--- config.mk ---
export PLATFORM = sky130hd
export DESIGN_NAME = irq_stack_sequencer
export DESIGN_NICKNAME = d
export VERILOG_FILES = /design/src/rtl/irq_stack_sequencer.sv
export SDC_FILE = /design/constraint.sdc
export NUM_CORES = 1
export LEC_CHECK = 0
export CAP_MARGIN = 20
export CORE_MARGIN = 2
export CORE_UTILIZATION = 59
export CTS_BUF_LIST = sky130_fd_sc_hd__clkbuf_4
export DETAILED_ROUTE_END_ITERATION = 10
export PLACE_DENSITY = 0.92
export RECOVER_POWER = 50
export SLEW_MARGIN = 10
export SYNTH_ARGS = -nofsm -noshare
export SYNTH_HDL_FRONTEND = slang
export SYNTH_SLANG_ARGS = --single-unit
export TNS_END_PERCENT = 10
--- constraint.sdc ---
create_clock -name clk -period 10.59 [get_ports clk]
set_clock_uncertainty 0.1 [all_clocks]
set_input_delay 2.6475 -clock clk [delete_from_list [all_inputs] [get_ports clk]]
set_output_delay 2.6475 -clock clk [all_outputs]
set_load 0.01 [all_outputs]
--- src/rtl/irq_stack_sequencer.sv ---
// irq_stack_sequencer
// Takes over the SP/PC/CCR special ports of the register file for boot,
// interrupt entry and RTI. It stalls the pipeline, moves PC and CCR between
// the register file and the downward-growing data-memory stack as DATA_W
// words over a ready handshake, and then commits the new PC/SP/CCR in one cycle.
//
// Ports:
//   clk, rst                 clock, asynchronous active-high reset
//   int_req                  interrupt request (a one-cycle pulse is enough)
//   rti_req                  RTI decoded, held by decode until the commit
//   pc_in, sp_in, ccr_in     live register values, captured on acceptance
//   mem_req/we/addr/wdata    data-memory request, held stable until mem_ready
//   mem_rdata, mem_ready     read data and completion (at the rising edge)
//   busy                     pipeline stall/flush
//   pc/sp/ccr_write, *_wdata one-cycle commit strobes and values
module irq_stack_sequencer #(
  parameter int unsigned DATA_W       = 16,
  parameter logic [31:0] RESET_VECTOR = 32'd0,
  parameter logic [31:0] INT_VECTOR   = 32'd2
) (
  input  logic              clk,
  input  logic              rst,
  input  logic              int_req,
  input  logic              rti_req,
  input  logic [31:0]       pc_in,
  input  logic [31:0]       sp_in,
  input  logic [DATA_W-1:0] ccr_in,
  output logic              mem_req,
  output logic              mem_we,
  output logic [31:0]       mem_addr,
  output logic [DATA_W-1:0] mem_wdata,
  input  logic [DATA_W-1:0] mem_rdata,
  input  logic              mem_ready,
  output logic              busy,
  output logic              pc_write,
  output logic              sp_write,
  output logic              ccr_write,
  output logic [31:0]       pc_wdata,
  output logic [31:0]       sp_wdata,
  output logic [DATA_W-1:0] ccr_wdata
);

  typedef enum logic [3:0] {
    RST, BOOT_LO, BOOT_HI, IDLE, PUSH_HI, PUSH_LO, PUSH_CCR,
    VEC_LO, VEC_HI, POP_CCR, POP_LO, POP_HI, COMMIT
  } state_t;

  // Which sequence COMMIT is finishing.
  typedef enum logic [1:0] { MODE_BOOT, MODE_INT, MODE_RTI } mode_t;

  state_t state, state_n;
  mode_t  mode_q;

  logic              int_pending_q;
  logic [31:0]       sp_q, pc_q;
  logic [DATA_W-1:0] ccr_q, hi_q, lo_q, ccr_hold_q;

  logic accept_rti, accept_int;

  assign accept_rti = (state == IDLE) && rti_req;
  assign accept_int = (state == IDLE) && !rti_req && int_pending_q;

  // State register
  always_ff @(posedge clk or posedge rst) begin
    if (rst) state <= RST;
    else     state <= state_n;
  end

  // Next-state logic
  always_comb begin
    state_n = state;
    unique case (state)
      RST:      state_n = BOOT_LO;
      BOOT_LO:  if (mem_ready) state_n = BOOT_HI;
      BOOT_HI:  if (mem_ready) state_n = COMMIT;
      IDLE: begin
        if (accept_rti)      state_n = POP_CCR;
        else if (accept_int) state_n = PUSH_HI;
      end
      PUSH_HI:  if (mem_ready) state_n = PUSH_LO;
      PUSH_LO:  if (mem_ready) state_n = PUSH_CCR;
      PUSH_CCR: if (mem_ready) state_n = VEC_LO;
      VEC_LO:   if (mem_ready) state_n = VEC_HI;
      VEC_HI:   if (mem_ready) state_n = COMMIT;
      POP_CCR:  if (mem_ready) state_n = POP_LO;
      POP_LO:   if (mem_ready) state_n = POP_HI;
      POP_HI:   if (mem_ready) state_n = COMMIT;
      COMMIT:   state_n = IDLE;
      default:  state_n = RST;
    endcase
  end

  // Captured operands, holding registers and the sticky interrupt flag
  always_ff @(posedge clk or posedge rst) begin
    if (rst) begin
      mode_q        <= MODE_BOOT;
      int_pending_q <= 1'b0;
      sp_q          <= '0;
      pc_q          <= '0;
      ccr_q         <= '0;
      hi_q          <= '0;
      lo_q          <= '0;
      ccr_hold_q    <= '0;
    end else begin
      // A fresh pulse in the accept cycle is kept so it is not lost.
      int_pending_q <= int_req || (int_pending_q && !accept_int);
      if (accept_rti) begin
        mode_q <= MODE_RTI;
        sp_q   <= sp_in;
      end else if (accept_int) begin
        mode_q <= MODE_INT;
        sp_q   <= sp_in;
        pc_q   <= pc_in;
        ccr_q  <= ccr_in;
      end
      if (mem_ready) begin
        unique case (state)
          BOOT_LO, VEC_LO, POP_LO: lo_q       <= mem_rdata;
          BOOT_HI, VEC_HI, POP_HI: hi_q       <= mem_rdata;
          POP_CCR:                 ccr_hold_q <= mem_rdata;
          default: ;
        endcase
      end
    end
  end

  // Outputs
  always_comb begin
    mem_req   = 1'b0;
    mem_we    = 1'b0;
    mem_addr  = '0;
    mem_wdata = '0;
    pc_write  = 1'b0;
    sp_write  = 1'b0;
    ccr_write = 1'b0;
    pc_wdata  = '0;
    sp_wdata  = '0;
    ccr_wdata = '0;
    busy      = (state != IDLE) || rti_req || int_pending_q;
    unique case (state)
      BOOT_LO: begin mem_req = 1'b1; mem_addr = RESET_VECTOR; end
      BOOT_HI: begin mem_req = 1'b1; mem_addr = RESET_VECTOR + 32'd1; end
      PUSH_HI: begin
        mem_req = 1'b1; mem_we = 1'b1; mem_addr = sp_q;
        mem_wdata = DATA_W'(pc_q[31:16]);
      end
      PUSH_LO: begin
        mem_req = 1'b1; mem_we = 1'b1; mem_addr = sp_q - 32'd1;
        mem_wdata = DATA_W'(pc_q[15:0]);
      end
      PUSH_CCR: begin
        mem_req = 1'b1; mem_we = 1'b1; mem_addr = sp_q - 32'd2;
        mem_wdata = ccr_q;
      end
      VEC_LO:  begin mem_req = 1'b1; mem_addr = INT_VECTOR; end
      VEC_HI:  begin mem_req = 1'b1; mem_addr = INT_VECTOR + 32'd1; end
      POP_CCR: begin mem_req = 1'b1; mem_addr = sp_q + 32'd1; end
      POP_LO:  begin mem_req = 1'b1; mem_addr = sp_q + 32'd2; end
      POP_HI:  begin mem_req = 1'b1; mem_addr = sp_q + 32'd3; end
      COMMIT: begin
        pc_write = 1'b1;
        pc_wdata = 32'({hi_q, lo_q});
        unique case (mode_q)
          MODE_INT: begin
            sp_write = 1'b1;
            sp_wdata = sp_q - 32'd3;
          end
          MODE_RTI: begin
            sp_write  = 1'b1;
            sp_wdata  = sp_q + 32'd3;
            ccr_write = 1'b1;
            ccr_wdata = ccr_hold_q;
          end
          default: ;
        endcase
      end
      default: ;
    endcase
  end

endmodule

# After elaboration in Yosys (flattened, before gate mapping)
# Index checks and enable logic that the tools add are counted.
[word_totals]
regBits = 135
inputBits = 101
output_inout_bits = 134
[op_classes]
n_addsub = 6
n_eq_ne = 24
mux = 29
bitwise = 1
n_reduce_logical = 21
[op_table]
columns = ["operator", "count"]
rows = [
  ["32-bit case mux with 9 select lines", 1],
  ["32-bit 2-to-1 mux", 4],
  ["32-bit by 2-bit adder with 32-bit output, second input constant", 2],
  ["32-bit case mux with 2 select lines", 1],
  ["32-bit by 2-bit subtractor with 32-bit output, second input constant", 2],
  ["16-bit case mux with 3 select lines", 1],
  ["4-bit case mux with 11 select lines", 1],
  ["4-bit 2-to-1 mux", 10],
  ["32-bit by 1-bit adder with 32-bit output, second input constant", 1],
  ["16-bit 2-to-1 mux", 2],
  ["32-bit by 1-bit subtractor with 32-bit output, second input constant", 1],
  ["4-bit equality test, second input constant", 5],
  ["4-bit by 3-bit equality test with 1-bit output, second input constant", 4],
  ["2-bit != test, second input constant", 7],
  ["10-bit OR reduction", 1],
  ["9-bit AND reduction", 1],
  ["3-bit OR reduction", 3],
  ["4-bit by 2-bit equality test with 1-bit output, second input constant", 2],
  ["2-bit AND reduction", 4],
  ["1-bit 2-to-1 mux", 7],
  ["4-bit by 1-bit equality test with 1-bit output, second input constant", 1],
  ["1-bit logical AND", 4],
  ["4-bit logical NOT", 1],
  ["2-bit 2-to-1 mux", 2],
  ["other kinds (10)", 13],
]

# Longest topological paths before layout
# Gate-level depths: netlist of the first run.
[depth]
word_depth = 6
mapped_depth = 15

# Worst setup path before layout of the first run
# OpenSTA, ideal clock, no wires.
[synth_timing]
path_type = "register to output"
from = "reg state[1]"
to = "out mem_addr[31]"
arrival_ps = 3873
path_slack_ps = 3970
stages_incl_launch_ff = 15
path_buffers = 2
cell_sequence = "dfrtp_1 -> nor2b_1 -> clkbuf_1 -> nand2_1 -> ha_1 -> buf_2 -> a21oi_1 -> nor2b_1 -> or4_1 -> o21bai_2 -> o21ai_1 -> a31oi_1 -> xor2_1 -> mux2_2 -> o2111ai_1"
[synth_between]
elab_chain_len = 2
word_cells_on_any_way = 10
cone_classes = "eq/ne (9); mux (1)"
[synth_lines]
columns = ["item", "line_no", "text"]
rows = [
  ["from (decl)", "51", "state_t state, state_n;"],
  ["from (signal assigned)", "66", "else state <= state_n;"],
  ["4-bit equality test (tied with other cells)", "140", "unique case (state)"],
  ["32-bit case mux with 9 select lines *", "140", ""],
  ["to (decl)", "30", "output logic [31:0] mem_addr,"],
]
# Mark *: on every way between the ends. The rest lies on a longest branch, timed or not.

==> results.txt, run 1 <==
Outcome = complete, but fails checks
Failing checks = capacitance limit, slew limit
Total buffers and inverters traversed by the critical path = 3
Part of the Yosys area used for sequential elements = 0.284
Worst endpoint required time = 9.99 ns
TritonCTS clock tree = built
Number of synthesized flops with an enable pin = 0
Final standard cell count with taps included and fillers excluded = 1806
Avg Inst Size Synth = 8.75 um2
Post-CTS Resized = 0
Maximum Capacitance Violations = 3
Count of buffers added by post-CTS timing repair for setup = 0
Setup total negative slack = 0 ns
IR drop worst, VDD = 0.154 mV
Placed Instances = 1774
Root buf cell = sky130_fd_sc_hd__clkbuf_4
Switch Pwr = 2.51 mW
Slew Limit Fails = 189
Cell type of the slowest stage on the worst timing path = sky130_fd_sc_hd__clkbuf_1
CP peak stage delay = 2.91 ns
Critical-path maximum fanout = 74
Cell type with the largest total area after synthesis = sky130_fd_sc_hd__dfrtp_1
Area growth syn-to-layout = 22.2%
Post-CTS clock slew at the launch and capture registers of the worst setup and hold paths = 0.15 ns
HPWL after detailed placement = 27700 um
Number of hold violations in the final report = 0
Drt pass-1 iters = 8
Cell Rows = 51
Synth Cell Area = 11900 um2
Share of the synthesized area in compound gates (AO/OA/AOI/OAI) = 0.225
Type of element capturing the critical path = async pin
Transition time of the tightest slew-check pin = 3.98 ns
Die height = 146 um
Worst EP arrival = 7.73 ns
Num Clock Sinks = 135
Internal power consumption = 2.41 mW
Simple-gate area share of the yosys netlist = 0.189
Final instance area = 14500 um2
Type of the most critical hold path = flop to flop
Flops & latches, synth = 135
I/O Pins = 235
Cell count after synthesis = 1359
Synth Net Count = 1529
Combinational fraction of design power = 0.679
Dominant register cell in the synthesized netlist = sky130_fd_sc_hd__dfrtp_1
Initial antenna violation count = 1
Top area cells in the synthesized netlist = sky130_fd_sc_hd__dfrtp_1 28%, sky130_fd_sc_hd__mux2_2 12%, sky130_fd_sc_hd__ha_1 7.1%, sky130_fd_sc_hd__a21oi_1 4.1%, sky130_fd_sc_hd__o21ai_0 3.4%
Maximum operating frequency = 0.120 GHz
Number of filler cells placed in the layout = 1388
Longest Clk Path Bufs = 2
Maximum number of pins on one net before global-route repair = 75
Mux contribution to synthesized area = 0.139
Number of unique standard cell types used by synthesis = 90
Total clock buffers created by CTS = 17
Avg Vias per Cell = 6.69
GPL Wtd Cong = 0.989
Switching part of the total = 0.509
WS Path Type = input pin to async pin
Count of synthesis-stage warnings from yosys = 0
All-Layer GR Usage = 0.369
Worst-path cell chain = dlygate4sd3_1 > clkinvlp_2 > clkbuf_1
Hold_buf cts = 0
Crit start category = input pin
Post-route antenna net violation count = 0
Share of the synthesized area in the top cell type = 0.284
Share of post-route cells with drive strength above 1 = 0.140
Global-route wire length before repair = 63500 um
Net count reported at finish = 1698
Die extent in x = 146 um
Largest family of logic cells by synthesized area = compound AO/OA/AOI/OAI gates
Slew HR = -1.65
Max H-tree Level = 4
Number of vias after detailed routing = 12.1k
Initial DRC count = 1508
Synthesized-area fraction occupied by xor and xnor cells = 0.0427
P per Cell Area = 339 nW/um2
Setup repair after global routing missed its margin = no
Final wirelength = 40000 um
Proportion of power drawn by the clock network = 0.079
Core Area = 19600 um2
Grt total ovfl = 0
Min Clock Period, post-route = 8.33 ns
Setup Viol. Count Final = 0
Final critical-path share of the clock period = 0.787
Insertion delay of the later-clocked pin in the worst-skew pair = 0.57 ns
DRC violations left = 0
Fraction of registers with async set or reset after synthesis = 1.00
Adder-cell share of the synthesized area = 0.0739
Die area = 21300 um2
Starting density of the core = 0.607
Average wire per standard cell = 22.1 um
# port buffers = 234
Portion of total power attributed to sequential cells = 0.242
Cell family contributing the most delay on the critical path = buffers and inverters
Placed cell areas = 14200 um2
Vias in the first global route = 11.8k
Leakage power of the design = 5.85 nW
## routing by layer
metal | up-vias | track usage | part of all wire
met5 | - | 0 | 0
met4 | 0 | 0.134 | 0.031
met3 | 141 | 0.104 | 0.12
met2 | 817 | 0.608 | 0.48
met1 | 5743 | 0.464 | 0.37
li1 | 5380 | - | -
## cells by family (layout without fill, tap and decap cells)
group | after synthesis | count (layout)
AO/OA/AOI/OAI | 399 | 399
other | 0 | 1
XOR/XNOR | 58 | 58
adder cells (fa/ha/maj) | 69 | 69
buffers and inverters | 124 | 305
AND/OR/NAND/NOR | 425 | 425
flip-flops | 135 | 135
multiplexers | 149 | 149
## synth_stat cells (23+ instances only)
cell                       number
sky130_fd_sc_hd__dfrtp_1      135
sky130_fd_sc_hd__mux2_2       130
sky130_fd_sc_hd__nor2_1       103
sky130_fd_sc_hd__a21oi_1       98
sky130_fd_sc_hd__nand2_1       87
sky130_fd_sc_hd__o21ai_0       81
sky130_fd_sc_hd__ha_1          67
sky130_fd_sc_hd__clkbuf_1      62
sky130_fd_sc_hd__and2_1        52
sky130_fd_sc_hd__nand3_1       35
sky130_fd_sc_hd__a21o_1        34
sky130_fd_sc_hd__nor3_1        33
sky130_fd_sc_hd__xor2_1        31
sky130_fd_sc_hd__xnor2_1       27
sky130_fd_sc_hd__inv_1         24
sky130_fd_sc_hd__a211oi_1      23
## flip-flops by register name, indices dropped and copies added (netlist names)
| register | count |
|---|---|
| int_pending_q | 1 |
| pc_q | 32 |
| lo_q | 16 |
| hi_q | 16 |
| state | 4 |
| ccr_hold_q | 16 |
| sp_q | 32 |
| mode_q | 2 |
| ccr_q | 16 |
## cells in the final DEF, fill, tap and decap left out, types with 8 or more instances in the layout
master                              n
sky130_fd_sc_hd__clkdlybuf4s50_1  231
sky130_fd_sc_hd__dfrtp_1          134
sky130_fd_sc_hd__mux2_2           129
sky130_fd_sc_hd__nor2_1           103
sky130_fd_sc_hd__a21oi_1           98
sky130_fd_sc_hd__nand2_1           86
sky130_fd_sc_hd__o21ai_0           82
sky130_fd_sc_hd__ha_1              67
sky130_fd_sc_hd__and2_1            52
sky130_fd_sc_hd__nand3_1           35
sky130_fd_sc_hd__a21o_1            34
sky130_fd_sc_hd__nor3_1            32
sky130_fd_sc_hd__xor2_1            31
sky130_fd_sc_hd__xnor2_1           27
sky130_fd_sc_hd__inv_1             23
sky130_fd_sc_hd__a211oi_1          23
sky130_fd_sc_hd__and3_1            19
sky130_fd_sc_hd__a22oi_1           19
sky130_fd_sc_hd__mux2i_1           19
sky130_fd_sc_hd__clkbuf_4          17
sky130_fd_sc_hd__a221oi_1          16
sky130_fd_sc_hd__nand4_1           15
sky130_fd_sc_hd__nor2b_1           13
sky130_fd_sc_hd__a31oi_1           13
sky130_fd_sc_hd__nand2b_1          12
sky130_fd_sc_hd__buf_4             12
sky130_fd_sc_hd__o221ai_1          11
sky130_fd_sc_hd__o21a_1            10
sky130_fd_sc_hd__o31ai_1            9
sky130_fd_sc_hd__nor4_1             8
sky130_fd_sc_hd__a311oi_1           8
## final timing paths
check,startpoint,to,slack [ns],cells after the start
worst min-delay path,lo_q[9],lo_q[9],0.42,1
max in group clk,state[1],mem_addr[31],2.26,14
worst max-delay path,rst,state[1],2.26,3
worst max register to register,state[1],pc_q[29],6.70,5
worst min register to register,lo_q[9],lo_q[9],0.42,1
min in group asynchronous,rst,ccr_hold_q[6],3.20,2
## through the flow
stage / hold slack [ns] / total power [mW] / setup WS [ns] / utilization
6_report: 0.422 / 4.92 / 2.26 / 0.741
3_5_place_dp: 0.388 / 4.40 / 2.94 / 0.727
3_3_place_gp: 0.378 / 4.27 / 3.07 / 0.727
2_1_floorplan: 0.371 / 3.42 / 3.97 / -
5_1_grt: 0.430 / 5.24 / 1.03 / 0.741
4_1_cts: 0.422 / 4.82 / 2.31 / 0.742
## layout make-up
cell class	count	area, um2	area share
diodes	1	2.50	0.000172
clock buffers	17	128	0.00879
clock inverters	14	164	0.0113
inverters	25	95.1	0.00655
multi-input cells	1100	7980	0.549
flip-flops and latches	135	3380	0.233
well taps	265	332	0.0228
repair buffers	249	2440	0.168
## power groups by stage
stage | clock (mW) | sequential, mW | combinational, mW
4_1_cts | 0.392 | 1.17 | 3.26
3_5_place_dp | 0 | 1.17 | 3.23
6_report | 0.390 | 1.19 | 3.34
3_3_place_gp | 0 | 1.14 | 3.13
2_1_floorplan | 0 | 0.915 | 2.50
5_1_grt | 0.417 | 1.22 | 3.60
Power figures use the tool's default switching activity.
==> run 2: changes to the inputs <==
Settings changed: CORE_UTILIZATION 59 to 49, PLACE_DENSITY 0.92 to 0.81.
Clock period 10.59 ns to 7.6 ns, I/O delays scaled along.
==> results.txt, run 2 (synthesis results as in run 1) <==
GPL Wtd Cong = 0.937
Portion of total power attributed to sequential cells = 0.237
Most used cells in the layout excluding fill and tap cells = 231 x sky130_fd_sc_hd__clkdlybuf4s50_1, 134 x sky130_fd_sc_hd__dfrtp_1, 130 x sky130_fd_sc_hd__mux2_2
Leakage power of the design = 5.88 nW
Longest Clk Path Bufs = 2
Most common cell after layout, fill and taps aside = sky130_fd_sc_hd__clkdlybuf4s50_1
Type of the most critical hold path = flop to flop
Setup total negative slack = 0 ns
Internal power consumption = 3.34 mW
P per Cell Area = 459 nW/um2
Maximum Capacitance Violations = 4
Failing checks = capacitance limit, slew limit
Global-route wire length before repair = 61200 um
Final Worst Setup Slack = 0.454 ns
All-Layer GR Usage = 0.297
# port buffers = 234
Num Clock Sinks = 135
I/O Pins = 235
TritonCTS clock tree = built
Initial antenna violation count = 3
Switch Pwr = 3.38 mW
DRC violations left = 0
Core Area = 23600 um2
Hold_buf cts = 0
Switching part of the total = 0.502
Final Total Pwr = 6.72 mW
Outcome = complete, but fails checks
Crit start category = flop
Min Clock Period, post-route = 7.15 ns
Root buf cell = sky130_fd_sc_hd__clkbuf_4
Slew HR = -1.14
IR drop worst, VDD = 0.205 mV
Hold slack final = 0.411 ns
Worst EP arrival = 5.15 ns
Final standard cell count with taps included and fillers excluded = 1872
Insertion delay of the later-clocked pin in the worst-skew pair = 0.59 ns
Placed Instances = 1832
Final wirelength = 38400 um
Worst-case setup slack after placement = 1.10 ns
Post-CTS clock slew at the launch and capture registers of the worst setup and hold paths = 0.13 ns
Initial DRC count = 1057
Transition time of the tightest slew-check pin = 3.19 ns
Net count reported at finish = 1708
Drt pass-1 iters = 6
Avg Vias per Cell = 6.26
Combinational fraction of design power = 0.686
Vias in the first global route = 11.5k
Grt total ovfl = 0
Maximum operating frequency = 0.140 GHz
Max H-tree Level = 4
Number of hold violations in the final report = 0
Die area = 25500 um2
Critical-path maximum fanout = 26
Number of vias after detailed routing = 11.7k
Slew Limit Fails = 222
Total clock buffers created by CTS = 17
Largest registers ranked by flip-flop count = pc_q x32, sp_q x32
Cell Rows = 56
Final critical-path share of the clock period = 0.940
Average wire per standard cell = 20.5 um
Setup Viol. Count Final = 0
Type of element capturing the critical path = output port
Die extent in x = 160 um
Maximum number of pins on one net before global-route repair = 73
Starting density of the core = 0.503
Share of post-route cells with drive strength above 1 = 0.148
WS Path Type = flop to output port
Proportion of power drawn by the clock network = 0.077
Post-route antenna net violation count = 0
HPWL after detailed placement = 27000 um
Area growth syn-to-layout = 23.2%
Die height = 160 um
Setup repair after global routing missed its margin = no
Worst endpoint required time = 5.60 ns
==> run 2: area by class of cell <==
cell class	instances	area [um2]
sequential	135	3380
antenna	2	5.00
inverter	25	98.8
clock buffer	18	135
fill	2063	8970
timing repair buffer	259	2520
tap	319	399
multi-input combinational	1100	7970
clock inverter	14	138
==> run 2: layer usage <==
| layer | vias up | part of all wire | routed length [um] | track usage |
|---|---|---|---|---|
| li1 | 5420 | - | - | - |
| met1 | 5641 | 0.40 | 15500 | 0.373 |
| met2 | 568 | 0.46 | 17600 | 0.475 |
| met3 | 87 | 0.10 | 3990 | 0.0940 |
| met4 | 2 | 0.034 | 1300 | 0.116 |
| met5 | - | 0.00034 | 13 | 0 |
==> run 2: repair_timing <==
item | CTS | global route
endpoints found under the setup margin | 0 | 1
resized for setup | 0 | 1
setup buffers | 0 | 6
==> run 2: power groups by stage <==
stage	clock (mW)	sequential (mW)	combinational [mW]
6_report	0.517	1.59	4.61
5_1_grt	0.556	1.65	5.04
4_1_cts	0.528	1.57	4.55
3_5_place_dp	0	1.59	4.52
3_3_place_gp	0	1.56	4.44
2_1_floorplan	0	1.28	3.49
==> run 2: worst paths after layout <==
| kind | end | depth (start not counted) | from | slack, ns |
|---|---|---|---|---|
| max in group asynchronous | lo_q[4] | 3 | rst | 2.18 |
| setup / recovery | mem_addr[31] | 15 | state[3] | 0.45 |
| min in group asynchronous | ccr_q[10] | 2 | rst | 2.56 |
| hold / removal | hi_q[4] | 1 | hi_q[4] | 0.41 |
| hold reg to reg | hi_q[4] | 1 | hi_q[4] | 0.41 |
| setup reg to reg | pc_q[26] | 6 | state[1] | 3.87 |
==> run 2: worst max-delay path, stage by stage, from the launching register on <==
cell and delay (ns):
sky130_fd_sc_hd__dfrtp_1 0.58, sky130_fd_sc_hd__inv_1 0.16, sky130_fd_sc_hd__nor2_1 0.32, sky130_fd_sc_hd__nand2_1 0.12, sky130_fd_sc_hd__buf_4 0.26, sky130_fd_sc_hd__ha_1 0.37, sky130_fd_sc_hd__a21oi_1 0.22, sky130_fd_sc_hd__o21ai_0 0.18
sky130_fd_sc_hd__or4_1 0.44, sky130_fd_sc_hd__o21bai_2 0.21, sky130_fd_sc_hd__o21ai_1 0.19, sky130_fd_sc_hd__a31oi_1 0.29, sky130_fd_sc_hd__xor2_1 0.19, sky130_fd_sc_hd__mux2_2 0.36, sky130_fd_sc_hd__o2111ai_1 0.09, sky130_fd_sc_hd__clkdlybuf4s50_1 0.59
==> run 2: through the flow <==
| step | util | cell area [um2] |
|---|---|---|
| 5_1_grt | 0.620 | 14600 |
| 6_report | 0.620 | 14600 |
| 4_1_cts | 0.619 | 14600 |
| 2_1_floorplan | - | 11900 |
| 3_3_place_gp | 0.607 | 14300 |
| 3_5_place_dp | 0.607 | 14300 |
